File: config.mk
export PLATFORM = sky130hd
export DESIGN_NAME = ptp_reg_arbiter
export DESIGN_NICKNAME = d
export VERILOG_FILES = /design/src/rtl/ptp_reg_arbiter.sv
export SDC_FILE = /design/constraint.sdc
export NUM_CORES = 1
export LEC_CHECK = 0
export CELL_PAD_IN_SITES_DETAIL_PLACEMENT = 0
export CELL_PAD_IN_SITES_GLOBAL_PLACEMENT = 1
export CORE_MARGIN = 2
export CORE_UTILIZATION = 30
export CTS_BUF_LIST = sky130_fd_sc_hd__clkbuf_4 sky130_fd_sc_hd__clkbuf_8
export DETAILED_ROUTE_END_ITERATION = 10
export DONT_BUFFER_PORTS = 1
export PLACE_DENSITY_LB_ADDON = 0.25
export SETUP_SLACK_MARGIN = 0.5
export SLEW_MARGIN = 20
export SYNTH_ARGS = -nofsm -noshare
export SYNTH_HDL_FRONTEND = slang
export SYNTH_SLANG_ARGS = --single-unit
File: constraint.sdc
create_clock -name bus2ip_clk -period 2.8 [get_ports bus2ip_clk]
set_input_delay 0.28 -clock bus2ip_clk [delete_from_list [all_inputs] [get_ports bus2ip_clk]]
set_output_delay 0.28 -clock bus2ip_clk [all_outputs]
set_load 0.005 [all_outputs]
File: src/rtl/ptp_reg_arbiter.sv
`timescale 1ns/1ps
// ptp_reg_arbiter
//
// Two-requester arbiter in front of the PTP core register bus. Requester 0 is
// the host software agent and requester 1 is the interrupt/timestamp service
// engine. Ties are broken round-robin, and each granted access is run to
// completion as a single bus transaction.
//
// Build option:
//   PTP_ARB_LOCK_EN - when defined, a grantee that holds its lock input high
//                     in the DONE cycle keeps the grant for its next request.
//                     This allows atomic multi-register sequences such as
//                     reading the RTC seconds and nanoseconds together. When
//                     the macro is undefined, lock0_i/lock1_i are ignored.
//
// Parameter:
//   RD_LAT          - cycles from the bus2ip_rd_ce_o pulse until the edge at
//                     which ip2bus_data_i is captured (1..3).
//
// Ports:
//   bus2ip_clk, bus2ip_rst_n     clock, async active-low reset
//   reqN_i, wrN_i, addrN_i,      per-requester access request; the fields
//   wdataN_i, lockN_i            must stay stable while reqN_i is high
//   ackN_o, rdataN_o             one-cycle completion pulse; read data is
//                                valid only in that cycle
//   bus2ip_addr_o/data_o/rd_ce_o/wr_ce_o   core register bus (one-cycle access)
//   ip2bus_data_i                core register read data
module ptp_reg_arbiter #(
    parameter int unsigned RD_LAT = 1
) (
    input  logic        bus2ip_clk,
    input  logic        bus2ip_rst_n,
    input  logic        req0_i,
    input  logic        req1_i,
    input  logic        wr0_i,
    input  logic        wr1_i,
    input  logic [31:0] addr0_i,
    input  logic [31:0] addr1_i,
    input  logic [31:0] wdata0_i,
    input  logic [31:0] wdata1_i,
    input  logic        lock0_i,
    input  logic        lock1_i,
    output logic        ack0_o,
    output logic        ack1_o,
    output logic [31:0] rdata0_o,
    output logic [31:0] rdata1_o,
    output logic [31:0] bus2ip_addr_o,
    output logic [31:0] bus2ip_data_o,
    output logic        bus2ip_rd_ce_o,
    output logic        bus2ip_wr_ce_o,
    input  logic [31:0] ip2bus_data_i
);

    typedef enum logic [1:0] {
        StIdle,
        StAccess,
        StWait,
        StDone
    } state_t;

    // Value of the wait counter in the final WAIT cycle.
    localparam logic [1:0] LastWait = 2'(RD_LAT - 1);

    state_t      r_state;
    logic        r_grant;
    logic        r_last_grant;
    logic        r_wr;
    logic [1:0]  r_wait_cnt;
    logic        r_ack0;
    logic        r_ack1;
    logic [31:0] r_rdata0;
    logic [31:0] r_rdata1;
    logic [31:0] r_bus_addr;
    logic [31:0] r_bus_data;
    logic        r_rd_ce;
    logic        r_wr_ce;

    logic [1:0]  w_req;
    logic [1:0]  w_elig;
    logic        w_pick;
    logic        w_sel_wr;
    logic [31:0] w_sel_addr;
    logic [31:0] w_sel_wdata;

    assign w_req = {req1_i, req0_i};

`ifdef PTP_ARB_LOCK_EN
    logic       r_lock_hold;
    logic [1:0] w_lock;
    logic       w_hold_active;

    assign w_lock = {lock1_i, lock0_i};
    // The hold persists while the holder is either requesting or still has
    // lock asserted; during that time only the holder is eligible.
    assign w_hold_active = r_lock_hold & (w_req[r_grant] | w_lock[r_grant]);
    assign w_elig = w_hold_active ? (w_req & (r_grant ? 2'b10 : 2'b01)) : w_req;
`else
    logic w_unused_lock;

    assign w_unused_lock = lock0_i ^ lock1_i;
    assign w_elig        = w_req;
`endif

    // On a tie, the requester that was not granted last wins.
    assign w_pick      = (&w_elig) ? ~r_last_grant : w_elig[1];
    assign w_sel_wr    = w_pick ? wr1_i    : wr0_i;
    assign w_sel_addr  = w_pick ? addr1_i  : addr0_i;
    assign w_sel_wdata = w_pick ? wdata1_i : wdata0_i;

    always_ff @(posedge bus2ip_clk or negedge bus2ip_rst_n) begin
        if (!bus2ip_rst_n) begin
            r_state      <= StIdle;
            r_grant      <= 1'b0;
            r_last_grant <= 1'b1;
            r_wr         <= 1'b0;
            r_wait_cnt   <= 2'd0;
            r_ack0       <= 1'b0;
            r_ack1       <= 1'b0;
            r_rdata0     <= 32'd0;
            r_rdata1     <= 32'd0;
            r_bus_addr   <= 32'd0;
            r_bus_data   <= 32'd0;
            r_rd_ce      <= 1'b0;
            r_wr_ce      <= 1'b0;
`ifdef PTP_ARB_LOCK_EN
            r_lock_hold  <= 1'b0;
`endif
        end else begin
            // Outputs are one-cycle pulses; each state sets only what it needs.
            r_ack0     <= 1'b0;
            r_ack1     <= 1'b0;
            r_rdata0   <= 32'd0;
            r_rdata1   <= 32'd0;
            r_bus_addr <= 32'd0;
            r_bus_data <= 32'd0;
            r_rd_ce    <= 1'b0;
            r_wr_ce    <= 1'b0;

            case (r_state)
                StIdle: begin
`ifdef PTP_ARB_LOCK_EN
                    if (!w_hold_active) begin
                        r_lock_hold <= 1'b0;
                    end
`endif
                    if (|w_elig) begin
                        r_grant      <= w_pick;
                        r_last_grant <= w_pick;
                        r_wr         <= w_sel_wr;
                        r_bus_addr   <= w_sel_addr;
                        r_bus_data   <= w_sel_wdata;
                        r_wr_ce      <= w_sel_wr;
                        r_rd_ce      <= ~w_sel_wr;
                        r_state      <= StAccess;
                    end
                end

                StAccess: begin
                    if (r_wr) begin
                        r_ack0  <= ~r_grant;
                        r_ack1  <= r_grant;
                        r_state <= StDone;
                    end else begin
                        r_wait_cnt <= 2'd0;
                        r_state    <= StWait;
                    end
                end

                StWait: begin
                    if (r_wait_cnt == LastWait) begin
                        r_ack0   <= ~r_grant;
                        r_ack1   <= r_grant;
                        r_rdata0 <= r_grant ? 32'd0 : ip2bus_data_i;
                        r_rdata1 <= r_grant ? ip2bus_data_i : 32'd0;
                        r_state  <= StDone;
                    end else begin
                        r_wait_cnt <= r_wait_cnt + 2'd1;
                    end
                end

                StDone: begin
`ifdef PTP_ARB_LOCK_EN
                    r_lock_hold <= w_lock[r_grant];
`endif
                    r_state <= StIdle;
                end

                default: begin
                    r_state <= StIdle;
                end
            endcase
        end
    end

    assign ack0_o         = r_ack0;
    assign ack1_o         = r_ack1;
    assign rdata0_o       = r_rdata0;
    assign rdata1_o       = r_rdata1;
    assign bus2ip_addr_o  = r_bus_addr;
    assign bus2ip_data_o  = r_bus_data;
    assign bus2ip_rd_ce_o = r_rd_ce;
    assign bus2ip_wr_ce_o = r_wr_ce;

endmodule

==> metrics.md, run 1 <==
| Metric | Value |
|---|---|
| Boundary pin count | `300` |
| Hold Buf Count CTS | `140` |
| PostCTS Resize Cnt | `0` |
| Starting Density | `approximately 30%` |
| Die Y | `approximately 140 µm` |
| Error msg | `[ERROR RSZ-0060] Max buffer count reached.` |
| Register area share after synthesis | `approximately 68%` |
| Deepest clock path buffer count | `2` |
| Syn Nets | `637` |
| Clock sink count | `139` |
| Post-Syn Area | `0.005152 mm²` |
| CTS root buf | `clkbuf_8` |
| Die width | `roughly 140 µm` |
| Dpl hpwl | `8547 µm` |
| CTS buffer count | `17` |
| Port Buf Inserts | `0` |
| Synth Warn # | `0` |
| Core Rows | `47` |
| Avg Cell Area, Syn | `approximately 11 µm²` |
| Status | `stopped before the end` |
| Stopped at | `4_1_cts` |
| Distinct cells, synth | `26` |
| Gpl congestion | `between 0.7 and 0.8` |
| Setup bufs post-CTS | `0` |
| Post-synthesis cell count | `between 400 and 500` |
| Htree depth | `4` |
| Register bit total from synthesis | `139` |
## synthesized netlist by cell type
| master | n | area [µm²] |
|---|---|---|
| mux2i_1 | 2 | 20.02 |
| clkbuf_1 | 11 | 41.29 |
| a211oi_1 | 1 | 7.510 |
| dfrtp_1 | 138 | 3453 |
| a22o_1 | 4 | 35.03 |
| a21bo_1 | 1 | 10.01 |
| buf_2 | 4 | 20.02 |
| and3_1 | 2 | 12.51 |
| nor2_1 | 6 | 22.52 |
| inv_1 | 5 | 18.77 |
| a21o_1 | 1 | 7.510 |
| a21oi_1 | 66 | 330.3 |
| nor3b_1 | 1 | 7.510 |
| o2bb2ai_1 | 1 | 8.760 |
| a21boi_2 | 1 | 11.26 |
| ha_1 | 4 | 50.05 |
| dfstp_2 | 1 | 26.28 |
| nand2_1 | 131 | 491.7 |
| and2_1 | 64 | 400.4 |
| o21ai_0 | 1 | 5.000 |
| buf_4 | 8 | 60.06 |
| mux2_2 | 2 | 22.52 |
| a31oi_1 | 1 | 6.260 |
| o21ai_2 | 1 | 8.760 |
| buf_6 | 5 | 56.30 |
| nor2b_1 | 3 | 18.77 |
## cells by family after synthesis
family | after synthesis | synth area share [%]
simple gates | 207 | 18.50
flops | 139 | 67.53
compound gates | 78 | 8.354
buf+inv | 33 | 3.813
mux | 4 | 0.8256
fa+ha+maj | 4 | 0.9714
## per-stage QoR
stage / utilization [%] / hold WS (ns) / instance area (µm²) / instances / setup slack, ns
floorplan: - / -0.01559 / 5152 / 465 / 1.369
detailed placement: 32.02 / -0.01241 / 5348 / 665 / 1.067
global placement: 31.86 / -0.01280 / 5320 / 664 / 0.9605
==> run 2, diff against run 1 <==
CELL_PAD_IN_SITES_DETAIL_PLACEMENT = unset   (was 0)
CELL_PAD_IN_SITES_GLOBAL_PLACEMENT = unset   (was 1)
CORE_UTILIZATION = 20   (was 30)
CTS_BUF_LIST = unset   (was sky130_fd_sc_hd__clkbuf_4 sky130_fd_sc_hd__clkbuf_8)
PLACE_DENSITY_LB_ADDON = 0.15   (was 0.25)
SETUP_SLACK_MARGIN = unset   (was 0.5)
==> metrics.md, run 2 <==
| Metric | Value |
|---|---|
| Max-Cap Viols | `0` |
| Peak VDD IR | `between 0.0003 and 0.0004 V` |
| Fmax | `approximately 0.41 GHz` |
| Worst Setup Start Kind | `flop` |
| Hold Buf Count CTS | `146 (+4.3%)` |
| Worst path cell trace | `inv_1 -> ha_1 -> o21ai_4 -> buf_4 -> a21oi_1 -> dlygate4sd3_1` |
| Worst hold path type | `input port to asynchronous set/reset pin` |
| Hold WS | `-0.4342 ns` |
| Vias | `3,892` |
| Synth area leader | `dfrtp_1` |
| PostCTS Resize Cnt | `0 (unchanged)` |
| Layout cells sized above 1 | `under 10%` |
| Slew margin rel. | `51.16%` |
| Post-route DRC | `0` |
| Core area | `~0.025 mm²` |
| Total congestion overflow | `0` |
| Final Setup Violations | `0` |
| Post-Syn Area | `0.005152 mm² (unchanged)` |
| CTS tree | `yes` |
| Slowest stage delay, CP | `between 0.5 and 0.6 ns` |
| Htree depth | `4 (unchanged)` |
| Commonest cells in the netlist | `138 x dfrtp_1, 131 x nand2_1, 66 x a21oi_1, 64 x and2_1, 11 x clkbuf_1` |
| Max FO, Critical Path | `between 40 and 50` |
| Slew Limit Fails | `0` |
| Nets | `approximately 780` |
| Final Hold Violating Endpoints | `139` |
| Die width | `164.5 µm (+22%)` |
| Syn Nets | `637 (unchanged)` |
| Post-route ant nets | `0` |
| Crit. End Element | `flop` |
| Layout area overhead | `46.79%` |
| Port Buf Inserts | `0 (unchanged)` |
| Worst reg2reg startpoint | `r_state[0]` |
| Tot GR Track Use | `10.70%` |
| Register area share after synthesis | `67.53% (unchanged)` |
| CTS root buf | `clkbuf_16` |
| Drt total wl | `14,770 µm` |
| Antenna cells | `0` |
| Starting Density | `20.40% (-10 points)` |
| Initial antenna violation count | `0` |
| Post-synth top flop | `dfrtp_1` |
| CTS buffer count | `17 (unchanged)` |
| Top cells by area, synth | `dfrtp_1 67%, nand2_1 9.5%, and2_1 7.8%` |
| Commonest cells after routing, fill and taps aside | `146 x dlygate4sd3_1, 138 x dfrtp_1, 131 x nand2_1, 66 x a21oi_1, 64 x and2_1` |
| Clock Skew | `between 0.01 and 0.015 ns` |
| Distinct cells, synth | `26 (unchanged)` |
| Die Area | `0.02706 mm²` |
| Largest net degree at the start of global routing | `140` |
| Register bit total from synthesis | `139 (unchanged)` |
| Fin crit period | `about 2.4 ns` |
| Die Y | `164.5 µm (+22%)` |
| Final Cycle Share | `between 80% and 90%` |
| Worst setup startpoint | `r_state[0]` |
| Synth Warn # | `0 (unchanged)` |
| Post-synth EDFFs | `0 (unchanged)` |
| Most common cell in the synthesized netlist | `dfrtp_1` |
| Gpl congestion | `0.7767 (-0.37%)` |
| Status | `finished with violations` |
| First-pass GRT wire length | `around 22,000 µm` |
| Clk Latency, worst-skew pair | `roughly 0.41 ns` |
| Crit path arrival time | `~2.7 ns` |
| Deepest clock path buffer count | `2 (unchanged)` |
| PD cells | `between 800 and 900 mW/mm²` |
| Wire length per cell | `~16 µm` |
| Setup bufs post-CTS | `0 (unchanged)` |
| First DRT Iteration DRCs | `between 100 and 150` |
| Least-Margin Pin Slew | `roughly 0.73 ns` |
| DR pass1 iterations | `5` |
| Vias/cell | `between 4 and 5` |
| Setup CP Type | `flop to flop` |
| RSZ-0062 raised after global routing | `false` |
| Setup TNS | `0 ns` |
| Slowest library cell on the worst path | `dlygate4sd3_1` |
| Post-synthesis cell count | `465 (unchanged)` |
| Clock-pin slew on the worst setup and hold paths | `0.06 ns` |
| Failing checks | `hold timing` |
| Post-synth ARST share | `100.0% (unchanged)` |
| Post-synth top area share | `67.02% (unchanged)` |
| Core Rows | `58 (+23%)` |
| Post-route cell area | `0.007564 mm²` |
| DP Area | `0.005458 mm² (+2.1%)` |
| Worst EP required | `3.09 ns` |
| Commonest non-fill, non-tap cell in the layout | `dlygate4sd3_1` |
| Avg Cell Area, Syn | `11.08 µm² (unchanged)` |
| Clock sink count | `139 (unchanged)` |
| Dpl hpwl | `9166 µm (+7.2%)` |
| Leak | `around 0.0037 µW` |
| Via count of the first global-routing pass | `just over 4,000` |
| Boundary pin count | `300 (unchanged)` |
## run 2: cell counts after synthesis
No cell type changed its count.
## run 2: logic make-up after synthesis
| family | after synthesis | share of synthesized area, % |
|---|---|---|
| multiplexers | 4 | 0.8256 |
| AO/OA/AOI/OAI | 78 | 8.354 |
| flip-flops | 139 | 67.53 |
| buffers and inverters | 33 | 3.813 |
| adder cells (fa/ha/maj) | 4 | 0.9714 |
| AND/OR/NAND/NOR | 207 | 18.50 |
## run 2: layer usage
layer | routed length (µm) | share of wire [%] | track usage [%] | up-vias
li1 | - | - | - | 1764
met2 | 7737 | 52 | 19.30 | 223
met1 | 5434 | 37 | 10.92 | 1891
met5 | 0 | 0 | 0 | -
met4 | 195 | 1.3 | 4.111 | 0
met3 | 1401 | 9.5 | 4.571 | 14
## run 2: final timing paths
| kind | end | slack (ns) | cells after the start |
|---|---|---|---|
| worst max-delay path | bus2ip_addr_o[3] | 0.36 | 6 |
| worst min-delay path | rdata0_o[30] | -0.43 | 0 |
| worst max register to register | bus2ip_addr_o[3] | 0.36 | 6 |
| worst min register to register | r_wait_cnt[1] | 0.54 | 1 |
| max in group asynchronous | r_last_grant | 3.01 | 0 |
| min in group bus2ip_clk | bus2ip_data_o[27] | 0.02 | 2 |
## run 2: cell type report
cell class / count / area, µm²
Sequential cell: 139 / 3480
Clock inverter: 9 / 160.2
Fill cell: 2539 / 17690
Clock buffer: 22 / 484.2
Timing Repair Buffer: 153 / 1514
Inverter: 5 / 18.77
Multi-Input combinational cell: 293 / 1494
Tap cell: 330 / 412.9
## run 2: power breakdown
part           leakage (µW)  internal [µW]  switching (µW)
logic               0.00147            643             672
clock network      0.000305           1590             854
registers           0.00189           2470             309
total               0.00366           4700            1830
## run 2: metrics by stage
stage          utilization [%]  worst slack (ns)  power [µW]  cells  hold slack, ns
2_1_floorplan                -             1.369        3465    465        -0.01559
3_3_place_gp             21.61            0.9322        3779    774        -0.01214
3_5_place_dp             21.61            0.8894        3792    774        -0.01252
4_1_cts                  29.95            0.3767        6652    951         -0.4680
5_1_grt                  29.95            0.2059        6930    951         -0.4720
6_report                 29.95            0.3574        6534    951         -0.4342
## run 2: worst max-delay path, delay by kind of cell (launching register included)
family          cells  cell delay [ns]
compound gates      2             0.41
buf+inv             3             1.18
flops               1             0.38
fa+ha+maj           1             0.32
Power figures use the tool's default switching activity.
